## src/rtl/mac_arbiter_pkg.sv

```systemverilog
// par_parameter: operand width parameter and FSM state type shared by the MAC arbiter files
package par_parameter;
    localparam int par = 7;
    typedef enum logic [1:0] {IDLE, CALC, DONE} state_t;
endpackage

```

## src/rtl/mac_arbiter_mac_stage.sv

```systemverilog
// mac_stage: registered unsigned a*b+c at full 2*(msb+1) width, updated only when enabled
module mac_stage
    import par_parameter::*;
#(
    parameter int p_msb = par
) (
    input  logic                 clk,
    input  logic                 rst_n,
    input  logic                 i_en,
    input  logic [p_msb:0]       i_a,
    input  logic [p_msb:0]       i_b,
    input  logic [p_msb:0]       i_c,
    output logic [2*p_msb+1:0]   o_q
);
    localparam int w = 2*p_msb+2;
    always_ff @(posedge clk) begin
        if (!rst_n) o_q <= '0;
        else if (i_en) o_q <= w'(i_a) * w'(i_b) + w'(i_c);
    end
endmodule

```

## src/rtl/mac_arbiter.sv

```systemverilog
// mac_arbiter: round-robin arbiter between two requesters sharing one multiply-accumulate unit
module mac_arbiter
    import par_parameter::*;
(
    input  logic               clk,
    input  logic               rst_n,
    input  logic               req0,
    input  logic               req1,
    input  logic [par:0]       a0,
    input  logic [par:0]       b0,
    input  logic [par:0]       c0,
    input  logic [par:0]       a1,
    input  logic [par:0]       b1,
    input  logic [par:0]       c1,
    output logic               gnt0,
    output logic               gnt1,
    output logic               res_valid,
    output logic               res_id,
    output logic [2*par+1:0]   res_data,
    input  logic               res_ready,
    output logic [7:0]         op_cnt
);
    state_t       r_state;
    logic [par:0] r_a, r_b, r_c;
    logic         r_id, r_last_id;
    logic         w_idle, w_pick1;
    assign w_idle  = rst_n && (r_state == IDLE);
    // on a tie, the requester that was not served last wins
    assign w_pick1 = req1 && (!req0 || !r_last_id);
    assign gnt1    = w_idle && w_pick1;
    assign gnt0    = w_idle && req0 && !w_pick1;
    mac_stage #(.p_msb(par)) u_mac (
        .clk   (clk),
        .rst_n (rst_n),
        .i_en  (r_state == CALC),
        .i_a   (r_a),
        .i_b   (r_b),
        .i_c   (r_c),
        .o_q   (res_data)
    );
    always_ff @(posedge clk) begin
        if (!rst_n) begin
            r_state   <= IDLE;
            res_valid <= 1'b0;
            res_id    <= 1'b0;
            op_cnt    <= '0;
            r_last_id <= 1'b1;
            r_id      <= 1'b0;
            r_a       <= '0;
            r_b       <= '0;
            r_c       <= '0;
        end else begin
            case (r_state)
                IDLE: if (gnt0 || gnt1) begin
                    r_a       <= gnt1 ? a1 : a0;
                    r_b       <= gnt1 ? b1 : b0;
                    r_c       <= gnt1 ? c1 : c0;
                    r_id      <= gnt1;
                    r_last_id <= gnt1;
                    r_state   <= CALC;
                end
                CALC: begin
                    res_id    <= r_id;
                    res_valid <= 1'b1;
                    r_state   <= DONE;
                end
                DONE: if (res_ready) begin
                    res_valid <= 1'b0;
                    op_cnt    <= op_cnt + 8'd1;
                    r_state   <= IDLE;
                end
                default: r_state <= IDLE;
            endcase
        end
    end
endmodule

```

## config.mk

```make
export PLATFORM = sky130hd
export DESIGN_NAME = mac_arbiter
export DESIGN_NICKNAME = d
export VERILOG_FILES = /design/src/rtl/mac_arbiter_pkg.sv /design/src/rtl/mac_arbiter_mac_stage.sv /design/src/rtl/mac_arbiter.sv
export SDC_FILE = /design/constraint.sdc
export NUM_CORES = 1
export LEC_CHECK = 0
export CORE_MARGIN = 1.5
export CORE_UTILIZATION = 55
export CTS_BUF_LIST = sky130_fd_sc_hd__clkbuf_2
export DETAILED_ROUTE_END_ITERATION = 8
export GPL_ROUTABILITY_DRIVEN = 1
export PLACE_DENSITY = 0.89
export SLEW_MARGIN = 15
export SYNTH_ARGS = -nofsm -noshare
export SYNTH_HDL_FRONTEND = slang
export SYNTH_SLANG_ARGS = --single-unit
```

## constraint.sdc

```tcl
create_clock -name clk -period 5.3 [get_ports clk]
set_clock_uncertainty 0.05 [all_clocks]
set_input_delay 1.06 -clock clk [delete_from_list [all_inputs] [get_ports clk]]
set_output_delay 1.06 -clock clk [all_outputs]
set_load 0.01 [all_outputs]
```

After elaboration in Yosys (flattened, before gate mapping). Index checks and enable logic that the tools add are counted.

Register bits after elaboration: 54. Bits of input ports: 53.

Add/sub/neg operators: 2. $mul: 1. Eq/ne operators: 4. Muxes and demuxes: 8. Reductions and logical operators: 16.

Operators by type and width (number): $mux W8 (3); $add A16 B8 Y16 (1); $mul A8 B8 Y16 (1); $add A8 B1 Y8 const B (1); $reduce_and A2 Y1 (4); $pmux W2 S3 (1); $logic_and A1 B1 Y1 (5); $mux W2 (2); $logic_not A1 Y1 (3); $eq A2 B1 Y1 const B (1); $eq A2 B2 Y1 const B (1); $logic_not A2 Y1 (1); $logic_or A1 B1 Y1 (2); $ne A2 B1 Y1 const B (1); $ne A2 B2 Y1 const B (1); $pmux W1 S2 (1); $reduce_bool A2 Y1 (1); $mux W1 (1).

Depth between registers and ports, before layout.
Depth after elaboration: 8. Gate-level depth with buffers: 15. Mapped depth without buffers: 14.

Hierarchy. A second synthesis with hierarchy kept.

Cells, all modules: 549. Area, all modules: 4934.7 um2.

By module, submodules not included: mac_stage (instances 1, cells an instance 342, area each 2962.8 um2, seq. area each 320.3 um2); mac_arbiter (instances 1, cells an instance 207, area each 1971.9 um2, seq. area each 760.7 um2).

Worst setup path before layout. OpenSTA, ideal clock, no wires.

Kind: flip-flop to flip-flop. From: reg r_a[4]. To: reg u_mac.o_q[14]. Library setup time: 0.116 ns. Arrival time: 3.978 ns. Data required time: 5.134 ns. Path slack: 1.156 ns. Cell stages (with the launch flop): 14. Path buffers: 1. Clock period less this slack: 4.144 ns. Path through: dfxtp_1 > clkbuf_1 > and2_1 > fa_1 > fa_1 > fa_1 > inv_1 > fa_1 > inv_1 > ha_1 > a21oi_1 > o211ai_1 > a2111o_1 > and3_1.

Cells in the longest elaborated chain, start to end: 2.

RTL lines: start, declared (line mac_arbiter.sv:24) `logic [par:0] r_a, r_b, r_c;`; start signal, assigned (line mac_arbiter.sv:55) `r_a <= gnt1 ? a1 : a0;`; $mul A8 B8 Y16 (line mac_arbiter_mac_stage.sv:18) `else if (i_en) o_q <= w'(i_a) * w'(i_b) + w'(i_c);`; $add A16 B8 Y16 (line mac_arbiter_mac_stage.sv:18); end signal, assigned (line mac_arbiter_mac_stage.sv:18); end, declared (line mac_arbiter_mac_stage.sv:13) `output logic [2*p_msb+1:0] o_q`.

No other way between the ends. A chain may end at the register's enable or synchronous reset.

Worst setup path in the final report.
From: reg r_a[4]. To: reg u_mac.o_q[12].

Same word-level chain as after synthesis.

==> results.py <==
metrics = {
    "global_routing": {
        "grt.busiest_layer": "met2",
        "grt_overflow": 0,
        "use_met2_pct": 43.3,
        "grt_max_degree": 52,
        "grt_pass1_vias": 3888,
        "antenna_found_initial": 0,
        "grtUsageMet3_pct": 3.16,
        "grt_use_total_pct": 25.7,
        "grt_pass1_wl_um": 18000,
        "met1_usage_pct": 34.8,
    },
    "timing": {
        "timing.slew.headroom_pct": 34.9,
        "final_max_slew_viol_count": 0,
        "fin_crit_ns": 4.38,
        "fin_tns_setup_ns": 0,
        "tightest_slew_ns": 0.975,
        "hold_viol_final": 0,
        "fmax_ghz": 0.228,
        "setup_viol": 0,
        "fin_crit_sh_pct": 82.7,
        "rsz0062_at_grt": "false",
    },
    "clock_network": {
        "cts_buffers": 5,
        "cts_tree": "yes",
        "cts_hold_buf": 0,
        "cts.reportedPaths.clkPinSlew_ns": 0.34,
        "clock_latency_ns": 0.47,
        "cts_setup_buffers": 0,
        "ctsRootBufferMaster": "clkbuf_2",
        "cts-resized-gates": 0,
        "clk_path_buf_depth": 2,
        "clock_sinks": 54,
        "cts_max_level": 2,
    },
    "synthesis": {
        "synth_flop_cell": "dfxtp_1",
        "synth.most_common_cell": "nand2_1",
        "synth_seq_area_share_pct": 23.6,
        "synth_top_area_cell": "dfxtp_1",
        "synth.cell_area_um2": 4570,
        "synth_top_area_share_pct": 23.6,
        "ys_ff_latch": 54,
        "synthCells": 543,
        "ys_warn_count": 0,
        "synthTopCellsByArea": "dfxtp_1 24%, fa_1 19%, ha_1 10%",
        "synth_edf_count": 0,
        "avgSynthCellArea_um2": 8.42,
        "async_reset_ff_share_pct": 0,
        "synth.top_cells.by_count": "100 x nand2_1, 60 x inv_1, 54 x dfxtp_1",
        "syn_nets": 677,
        "ys_types": 45,
    },
    "route": {
        "vias": 4007,
        "drtIter0Drc": 176,
        "post-route-drc-count": 0,
        "firstDrtPassIters": 5,
        "drt-total-wl_um": 10800,
        "antenna_left": 0,
        "wl_per_cell_um": 15.2,
        "detail_route.vias_per_cell": 5.64,
    },
    "worst_setup_path": {
        "crit_path_start_kind": "flop",
        "worstPathMaxFanout": 9,
        "critical_path_arrival_ns": 4.81,
        "slowest_stage": "dfxtp_1",
        "cp-end-kind": "flop",
        "criticalPathCategory": "flop to flop",
        "crit_required_ns": 5.73,
        "crit_top_cell": "fa_1",
        "slowest_delay_ns": 0.59,
        "path_cells": "nand2_1 -> fa_1 -> fa_1 -> inv_1 -> fa_1 -> inv_1 -> fa_1 -> inv_1 -> ha_1 -> a21oi_1 -> o211ai_1 -> or4_1 -> nand3_1",
    },
    "place": {
        "hpwl_um": 8710,
        "io_buffer_count": 80,
        "gp_congestion": 1.00,
        "place_area_um2": 5390,
    },
    "final_layout": {
        "syn_to_final_growth_pct": 19.0,
        "final_area_um2": 5440,
        "fin_util_pct": 66.9,
        "drive_gt1_share_pct": 2.64,
        "nets": 738,
        "antenna_cells": 0,
    },
    "die": {
        "rows": 33,
        "coreArea_um2": 8130,
        "start_util_pct": 56.2,
        "die-width_um": 94.2,
        "io_pins": 81,
        "die_h_um": 94.2,
        "dieArea_um2": 8870,
    },
    "min_path": {
        "hp-class": "flop to flop",
    },
    "flow_run": {
        "maxCapViolCount": 0,
    },
    "pwr": {
        "max-vdd-ir-drop_mv": 0.114,
        "leakagePower_uw": 0.00242,
        "power.density_nw_per_um2": 171,
    },
    "status": {
        "status": "finished clean",
    },
}
## layout by cell type (no fill, tap or decap), types with 2 or more instances in the layout
master	Yosys	final
nor3_1	7	7
clkdlybuf4s50_1	0	80
dfxtp_1	54	54
and3_1	3	3
a21boi_1	8	8
a21oi_1	13	13
buf_4	0	3
ha_1	37	37
nand2_1	100	100
xor2_1	3	3
nand3_1	16	16
a311oi_1	25	25
xnor2_1	7	7
nor2b_1	3	3
and2_1	43	43
o21ai_0	8	8
a21boi_0	2	2
o21ai_1	4	4
nand3b_1	2	2
nand2b_1	2	2
fa_1	44	44
nor2_1	33	33
clkbuf_2	0	5
nor3b_1	2	2
nand4_1	9	9
inv_1	60	60
o211a_1	2	2
o211ai_1	7	7
o21a_1	3	3
a21o_1	2	2
## layout make-up
type,instances,area [µm²]
clock buffer,5,25.0
clock inverter,3,27.5
fill,645,2690
inverter,60,225
multi-input combinational,400,3130
sequential,54,1080
tap,105,131
timing repair buffer,83,823
## state kept, by name, indices dropped and copies added (netlist names)
signal	flops
r_state	2
r_b	8
r_last_id	1
r_a	8
res_id	1
op_cnt	8
r_id	1
u_mac.o_q	16
r_c	8
res_valid	1
## metrics by stage
| stage | worst slack, ns | total power (µW) | cells | hold WS (ns) |
|---|---|---|---|---|
| final | 0.919 | 933 | 710 | 0.417 |
| after global routing | 0.717 | 993 | 710 | 0.444 |
| after CTS | 0.935 | 936 | 710 | 0.419 |
| after detailed placement | 0.920 | 752 | 702 | 0.392 |
| after global placement | 1.01 | 742 | 702 | 0.388 |
| after floorplan | 1.16 | 642 | 543 | 0.379 |
## path summary, 6_finish.rpt
check	cells past startpoint	start	slack [ns]	to
worst max-delay path	13	r_a[4]$_SDFFE_PN0P_	0.92	u_mac.o_q[12]$_SDFFE_PN0P_
worst min-delay path	2	r_id$_SDFFE_PN0P_	0.42	r_id$_SDFFE_PN0P_
worst max register to register	13	r_a[4]$_SDFFE_PN0P_	0.92	u_mac.o_q[12]$_SDFFE_PN0P_
worst min register to register	2	r_id$_SDFFE_PN0P_	0.42	r_id$_SDFFE_PN0P_
## per-layer routing
metal | vias to the layer above | wire length [µm]
li1 | 1918 | -
met1 | 1942 | 4910
met2 | 137 | 5300
met3 | 10 | 505
met4 | 0 | 103
met5 | - | 0
## cells by family after synthesis
| family | after synthesis | synth area share, % |
|---|---|---|
| AO/OA/AOI/OAI | 80 | 13.0 |
| XOR/XNOR | 10 | 1.92 |
| adder cells (fa/ha/maj) | 81 | 29.4 |
| buffers and inverters | 89 | 7.91 |
| flip-flops | 54 | 23.6 |
| AND/OR/NAND/NOR | 229 | 24.1 |
## critical path, delay by kind of cell, from the launching register on
kind	cells	cell delay [ns]
adder cells (fa/ha/maj)	5	2.39
flip-flops	1	0.59
AO/OA/AOI/OAI	2	0.44
buffers and inverters	3	0.15
AND/OR/NAND/NOR	3	0.75
## power breakdown
group          internal, µW  switching [µW]  leakage, µW  total, µW
sequential              436            37.4     0.000440        473
clock                  38.1             150    0.0000315        188
combinational           128             144      0.00194        271
total                   602             331      0.00242        933
Note: power is estimated with default switching activity, not from simulation.
==> patch 1: new RTL, same flow settings <==
Change the package constant `par` from 7 to 8.
--- a/src/rtl/mac_arbiter_pkg.sv
+++ b/src/rtl/mac_arbiter_pkg.sv
@@ -1,6 +1,6 @@
 // par_parameter: operand width parameter and FSM state type shared by the MAC arbiter files
 package par_parameter;
-    localparam int par = 7;
+    localparam int par = 8;
     typedef enum logic [1:0] {IDLE, CALC, DONE} state_t;
 endpackage
 
Ports: changed (7 resized); port bits go from 81 to 89. No check against the original RTL was run, so the function may have changed too.
==> patch 1 against the unedited design <==
Total power rose by 24%. Cell count grew 16%. Cell area grew 17%. Clock power is 74% higher. First-iteration DRC count fell by 16%. Area after synthesis is 16% higher. Sequential cell count grew 5. Count of clock-buffer cells in the layout increased by 4. Worst setup slack worse by 0.50 ns. Fmax down 10%. Routed wire length increased by 21%. Largest cell class unchanged.
==> patch 1: results (changes against the unedited design) <==
Tot GR Track Use - 27.7% (was 25.7%)
synth cell count leaders - nand2_1, dfxtp_1, inv_1 (was nand2_1, inv_1, dfxtp_1)
GRT met1 Usage - 36.3% (was 34.8%)
status - complete, no violations (unchanged)
DR DRC count - 0 (unchanged)
Peak VDD IR - 0.0878 mV (was 0.114 mV)
fill count - 771 (was 645)
slowest stage delay, CP - 0.55 ns (was 0.59 ns)
largest net degree at the start of global routing - 58 (was 52)
NumNets Final - 857 (was 738)
clock edge transition at the registers on the reported setup and hold paths - 0.18 ns (was 0.34 ns)
via/cell ratio - 5.43 (was 5.64)
first-pass GRT wire length - 21900 microns (was 18000 microns)
Wirelength per Cell - 16.0 microns (was 15.2 microns)
postcts setup bufs - 0 (unchanged)
Pleak - 2.93 nW (was 2.42 nW)
synth top area cells - dfxtp_1, fa_1, ha_1 (unchanged)
Top Family by Delay on Critical Path - adder cells (unchanged)
first drt pass iteration count - 5 (unchanged)
M2 GR Usage - 47.0% (was 43.3%)
warning count from the yosys run - 0 (unchanged)
met3 Resource Use GR - 5.11% (was 3.16%)
reg2reg path depth - 16 (was 13)
initial drt markers - 148 (was 176)
DP HPWL - 10200 microns (was 8710 microns)
max reg flops - 18 (was 16)
CTS Buf Count - 9 (was 5)
RePlAce Congestion - 0.942 (was 1.00)
vias in the first global route - 4619 (was 3888)
port buffer count - 88 (was 80)
internal power - 0.000771 W (was 0.000602 W)
synth unique cells - 47 (was 45)
crit path max fanout - 10 (was 9)
sequential cell area fraction in the yosys report - 22.2% (was 23.6%)
Slew HR - 39.0% (was 34.9%)
Arrival @ worst endpoint - 5.23 ns (was 4.81 ns)
CTS H-tree lvls - 3 (was 2)
clock latency on the worst-skew pair - 0.51 ns (was 0.47 ns)
synthesized net count - 786 (was 677)
layout cells sized above 1 - 5.05% (was 2.64%)
[patch 1: cell types whose count changed in the layout (fill, tap and decap cells not counted), moves of 8 or more]
cell             before  now
a21boi_1              8    0
nand2_1             100  125
fa_1                 44   55
clkdlybuf4s50_1      80   88
ha_1                 37   54
and2_1               43   53
[patch 1: logic make-up after synthesis]
group / synth area share [%]
xor+xnor: 3.79
mux: 0.188
compound gates: 12.3
fa+ha+maj: 33.4
buf+inv: 6.90
simple gates: 21.2
flops: 22.2
[patch 1: power groups by stage]
stage	clock, W	sequential [W]	combinational (W)
after floorplan	0	0.000503	0.000207
after global placement	0	0.000526	0.000298
after detailed placement	0	0.000527	0.000306
after CTS	0.000333	0.000518	0.000310
after global routing	0.000354	0.000525	0.000344
final	0.000327	0.000519	0.000308
[patch 1: final timing paths]
check	slack [ns]	start	to
setup / recovery	0.42	r_b[2]	u_mac.o_q[16]
hold / removal	0.41	u_mac.o_q[13]	u_mac.o_q[13]
setup reg to reg	0.42	r_b[2]	u_mac.o_q[16]
hold reg to reg	0.41	u_mac.o_q[13]	u_mac.o_q[13]
[patch 1: metrics by stage]
step / instance area, sq um / instances / total power, W / worst slack [ns] / hold slack (ns)
floorplan: 5320 / 618 / 0.000709 / 0.639 / 0.382
global placement: 6270 / 807 / 0.000824 / 0.527 / 0.388
detailed placement: 6270 / 807 / 0.000833 / 0.425 / 0.394
CTS: 6390 / 822 / 0.00116 / 0.425 / 0.416
global route: 6390 / 822 / 0.00122 / 0.118 / 0.441
finish: 6390 / 822 / 0.00115 / 0.419 / 0.411
[patch 1: cell type report]
type	count	area share, %
Sequential cell	59	18.5
Clock inverter	6	1.27
Inverter	59	3.46
Multi-Input combinational cell	465	59.0
Tap cell	129	2.52
Timing Repair Buffer	95	14.6
Clock buffer	9	0.704
[patch 1: worst reg2reg max path: stages (launching register included)]
cell and delay (ns):
dfxtp_1 0.55, nand2_1 0.13, fa_1 0.55, inv_1 0.05, fa_1 0.50, inv_1 0.05, fa_1 0.46, fa_1 0.55
inv_1 0.05, fa_1 0.45, ha_1 0.37, nand2_1 0.14, nor3_2 0.25, a21oi_2 0.11, o311ai_2 0.30, xnor2_1 0.16
o21ai_1 0.08
[patch 1: per-layer routing]
metal  wire length, microns  vias up
li1                       -     2149
met1                   5660     2165
met2                   6490      132
met3                    759       17
met4                    228        0
met5                      0        -
==> patch 2: new RTL, same flow settings <==
Made on the original files. Put one more register stage on the output `op_cnt`, cleared by the reset. The value now appears one clock later. The other outputs are not delayed to match.
--- a/src/rtl/mac_arbiter.sv
+++ b/src/rtl/mac_arbiter.sv
@@ -20,6 +20,8 @@
     input  logic               res_ready,
     output logic [7:0]         op_cnt
 );
+
+    logic [7:0] op_cnt_s0;
     state_t       r_state;
     logic [par:0] r_a, r_b, r_c;
     logic         r_id, r_last_id;
@@ -43,7 +45,7 @@
             r_state   <= IDLE;
             res_valid <= 1'b0;
             res_id    <= 1'b0;
-            op_cnt    <= '0;
+            op_cnt_s0 <= '0;
             r_last_id <= 1'b1;
             r_id      <= 1'b0;
             r_a       <= '0;
@@ -66,12 +68,20 @@
                 end
                 DONE: if (res_ready) begin
                     res_valid <= 1'b0;
-                    op_cnt    <= op_cnt + 8'd1;
+                    op_cnt_s0 <= op_cnt_s0 + 8'd1;
                     r_state   <= IDLE;
                 end
                 default: r_state <= IDLE;
             endcase
         end
     end
+    always_ff @(posedge clk) begin
+        if (!rst_n) begin
+            op_cnt <= '0;
+        end else begin
+            op_cnt <= op_cnt_s0;
+        end
+    end
+
 endmodule
 
Function: changed (Yosys sat finds a counterexample within 4 cycles, from zero or initial values and one cycle with rst_n low).
==> patch 2 against the unedited design <==
Die area up 1.6%. Sequential power increased by 13%. Cell area up 3.4%. Critical path depth rose by 1. Total power grew 19%. Utilization up 1.6 points. Area after synthesis rose by 1.7%. Clock power is 70% higher. Sequential cell count up 8. Worst setup slack worse by 0.22 ns. Sequential share of layout area rose by 2.2 points. Routed wire length decreased by 5.5%.
==> patch 2: results (changes against the unedited design) <==
sequential cell area fraction in the yosys report - 26.7% (was 23.6%)
CP max stage cell - fa_1 (was dfxtp_1)
synthesized net count - 683 (was 677)
largest net degree at the start of global routing - 53 (was 52)
vias in the first global route - 3768 (was 3888)
Pleak - 2.52 nW (was 2.42 nW)
initial antenna violation count - 0 (unchanged)
clock latency on the worst-skew pair - 0.51 ns (was 0.47 ns)
first drt pass iteration count - 4 (was 5)
CTS Buf Count - 9 (was 5)
synth unique cells - 42 (was 45)
RePlAce Congestion - 0.883 (was 1.00)
DP Area - 5500 sq um (was 5390 sq um)
layout cells sized above 1 - 4.33% (was 2.64%)
DP Cell Count - 712 (was 702)
Tot GR Track Use - 23.9% (was 25.7%)
synthesized instance count - 549 (was 543)
Wirelength per Cell - 14.0 microns (was 15.2 microns)
initial drt markers - 127 (was 176)
synth top area cells - dfxtp_1, fa_1, ha_1 (unchanged)
DR vias - 3912 (was 4007)
slowest stage delay, CP - 0.54 ns (was 0.59 ns)
Slew HR - 42.7% (was 34.9%)
CTS H-tree lvls - 3 (was 2)
Arrival @ worst endpoint - 5.01 ns (was 4.81 ns)
DP HPWL - 8020 microns (was 8710 microns)
first-pass GRT wire length - 16800 microns (was 18000 microns)
dpl ws - 0.687 ns (was 0.920 ns)
Post-Layout Cell Count - 728 (was 710)
internal power - 0.000734 W (was 0.000602 W)
synth cell count leaders - nand2_1, dfxtp_1, inv_1 (was nand2_1, inv_1, dfxtp_1)
NumNets Final - 752 (was 738)
worst min path class - reg2reg (unchanged)
Peak VDD IR - 0.123 mV (was 0.114 mV)
status - complete, no violations (unchanged)
clock edge transition at the registers on the reported setup and hold paths - 0.22 ns (was 0.34 ns)
patch 2: changes by cell type after synthesis, moves of 4 or more:
cell / unedited run / this run
nand2_1: 100 / 107
a21boi_1: 8 / 0
nand4_1: 9 / 4
buf_2: 10 / 4
o21ai_1: 4 / 0
o211ai_1: 7 / 1
nor3_1: 7 / 0
and2_1: 43 / 50
a21oi_1: 13 / 22
xor2_1: 3 / 7
nand3_1: 16 / 12
nor2_1: 33 / 41
dfxtp_1: 54 / 62
patch 2: final cells by class:
class                           count  area, sq um
Inverter                           61          229
Tap cell                          105          131
Clock inverter                      7         80.1
Timing Repair Buffer               85          838
Fill cell                         645         2590
Clock buffer                        9         45.0
Sequential cell                    62         1240
Multi-Input combinational cell    399         3060
patch 2: worst paths after layout:
| check | endpoint | slack (ns) | depth (start not counted) | startpoint |
|---|---|---|---|---|
| worst max-delay path | u_mac.o_q[14] | 0.70 | 14 | r_a[0] |
| worst min-delay path | u_mac.o_q[6] | 0.42 | 2 | u_mac.o_q[6] |
| worst max register to register | u_mac.o_q[14] | 0.70 | 14 | r_a[0] |
| worst min register to register | u_mac.o_q[6] | 0.42 | 2 | u_mac.o_q[6] |
patch 2: kinds of logic (layout without fill, tap and decap cells):
family	after synthesis	in the layout	synth area share [%]
AOI/OAI and AO/OA	72	72	11.0
xor gates and xnor gates	13	13	2.45
adders and majority gates	81	81	28.9
buffers and inverters	88	162	7.46
DFF	62	62	26.7
muxes	2	2	0.458
and+or+nand+nor	231	231	23.1
patch 2: worst reg2reg max path, stage by stage, from the launching register on:
cell and delay, ns:
dfxtp_1 0.50, nand2_1 0.12, fa_1 0.52, fa_1 0.54, inv_1 0.05, fa_1 0.52, inv_1 0.05, fa_1 0.53
inv_1 0.04, ha_1 0.35, and3_1 0.22, a211oi_2 0.34, o21a_1 0.20, mux2_2 0.35, a211oi_2 0.20
patch 2: per-stage QoR:
stage                     util, %  total power, W
final                        68.5         0.00111
after global routing         68.5         0.00117
after CTS                    68.5         0.00111
after detailed placement     66.9        0.000802
after global placement       66.9        0.000790
after floorplan                 -        0.000697
patch 2: power by group through the flow:
stage          clock (W)  combinational (W)  sequential (W)
5_1_grt         0.000338           0.000295        0.000539
2_1_floorplan          0           0.000169        0.000528
3_5_place_dp           0           0.000259        0.000542
6_report        0.000319           0.000261        0.000533
4_1_cts         0.000320           0.000262        0.000532
3_3_place_gp           0           0.000252        0.000539
patch 2: layer usage:
layer	part of all wire [%]	global-route usage, %
met1	46	31.3
met3	5.9	3.95
met2	46	39.2
met5	0	0
met4	2.2	9.45
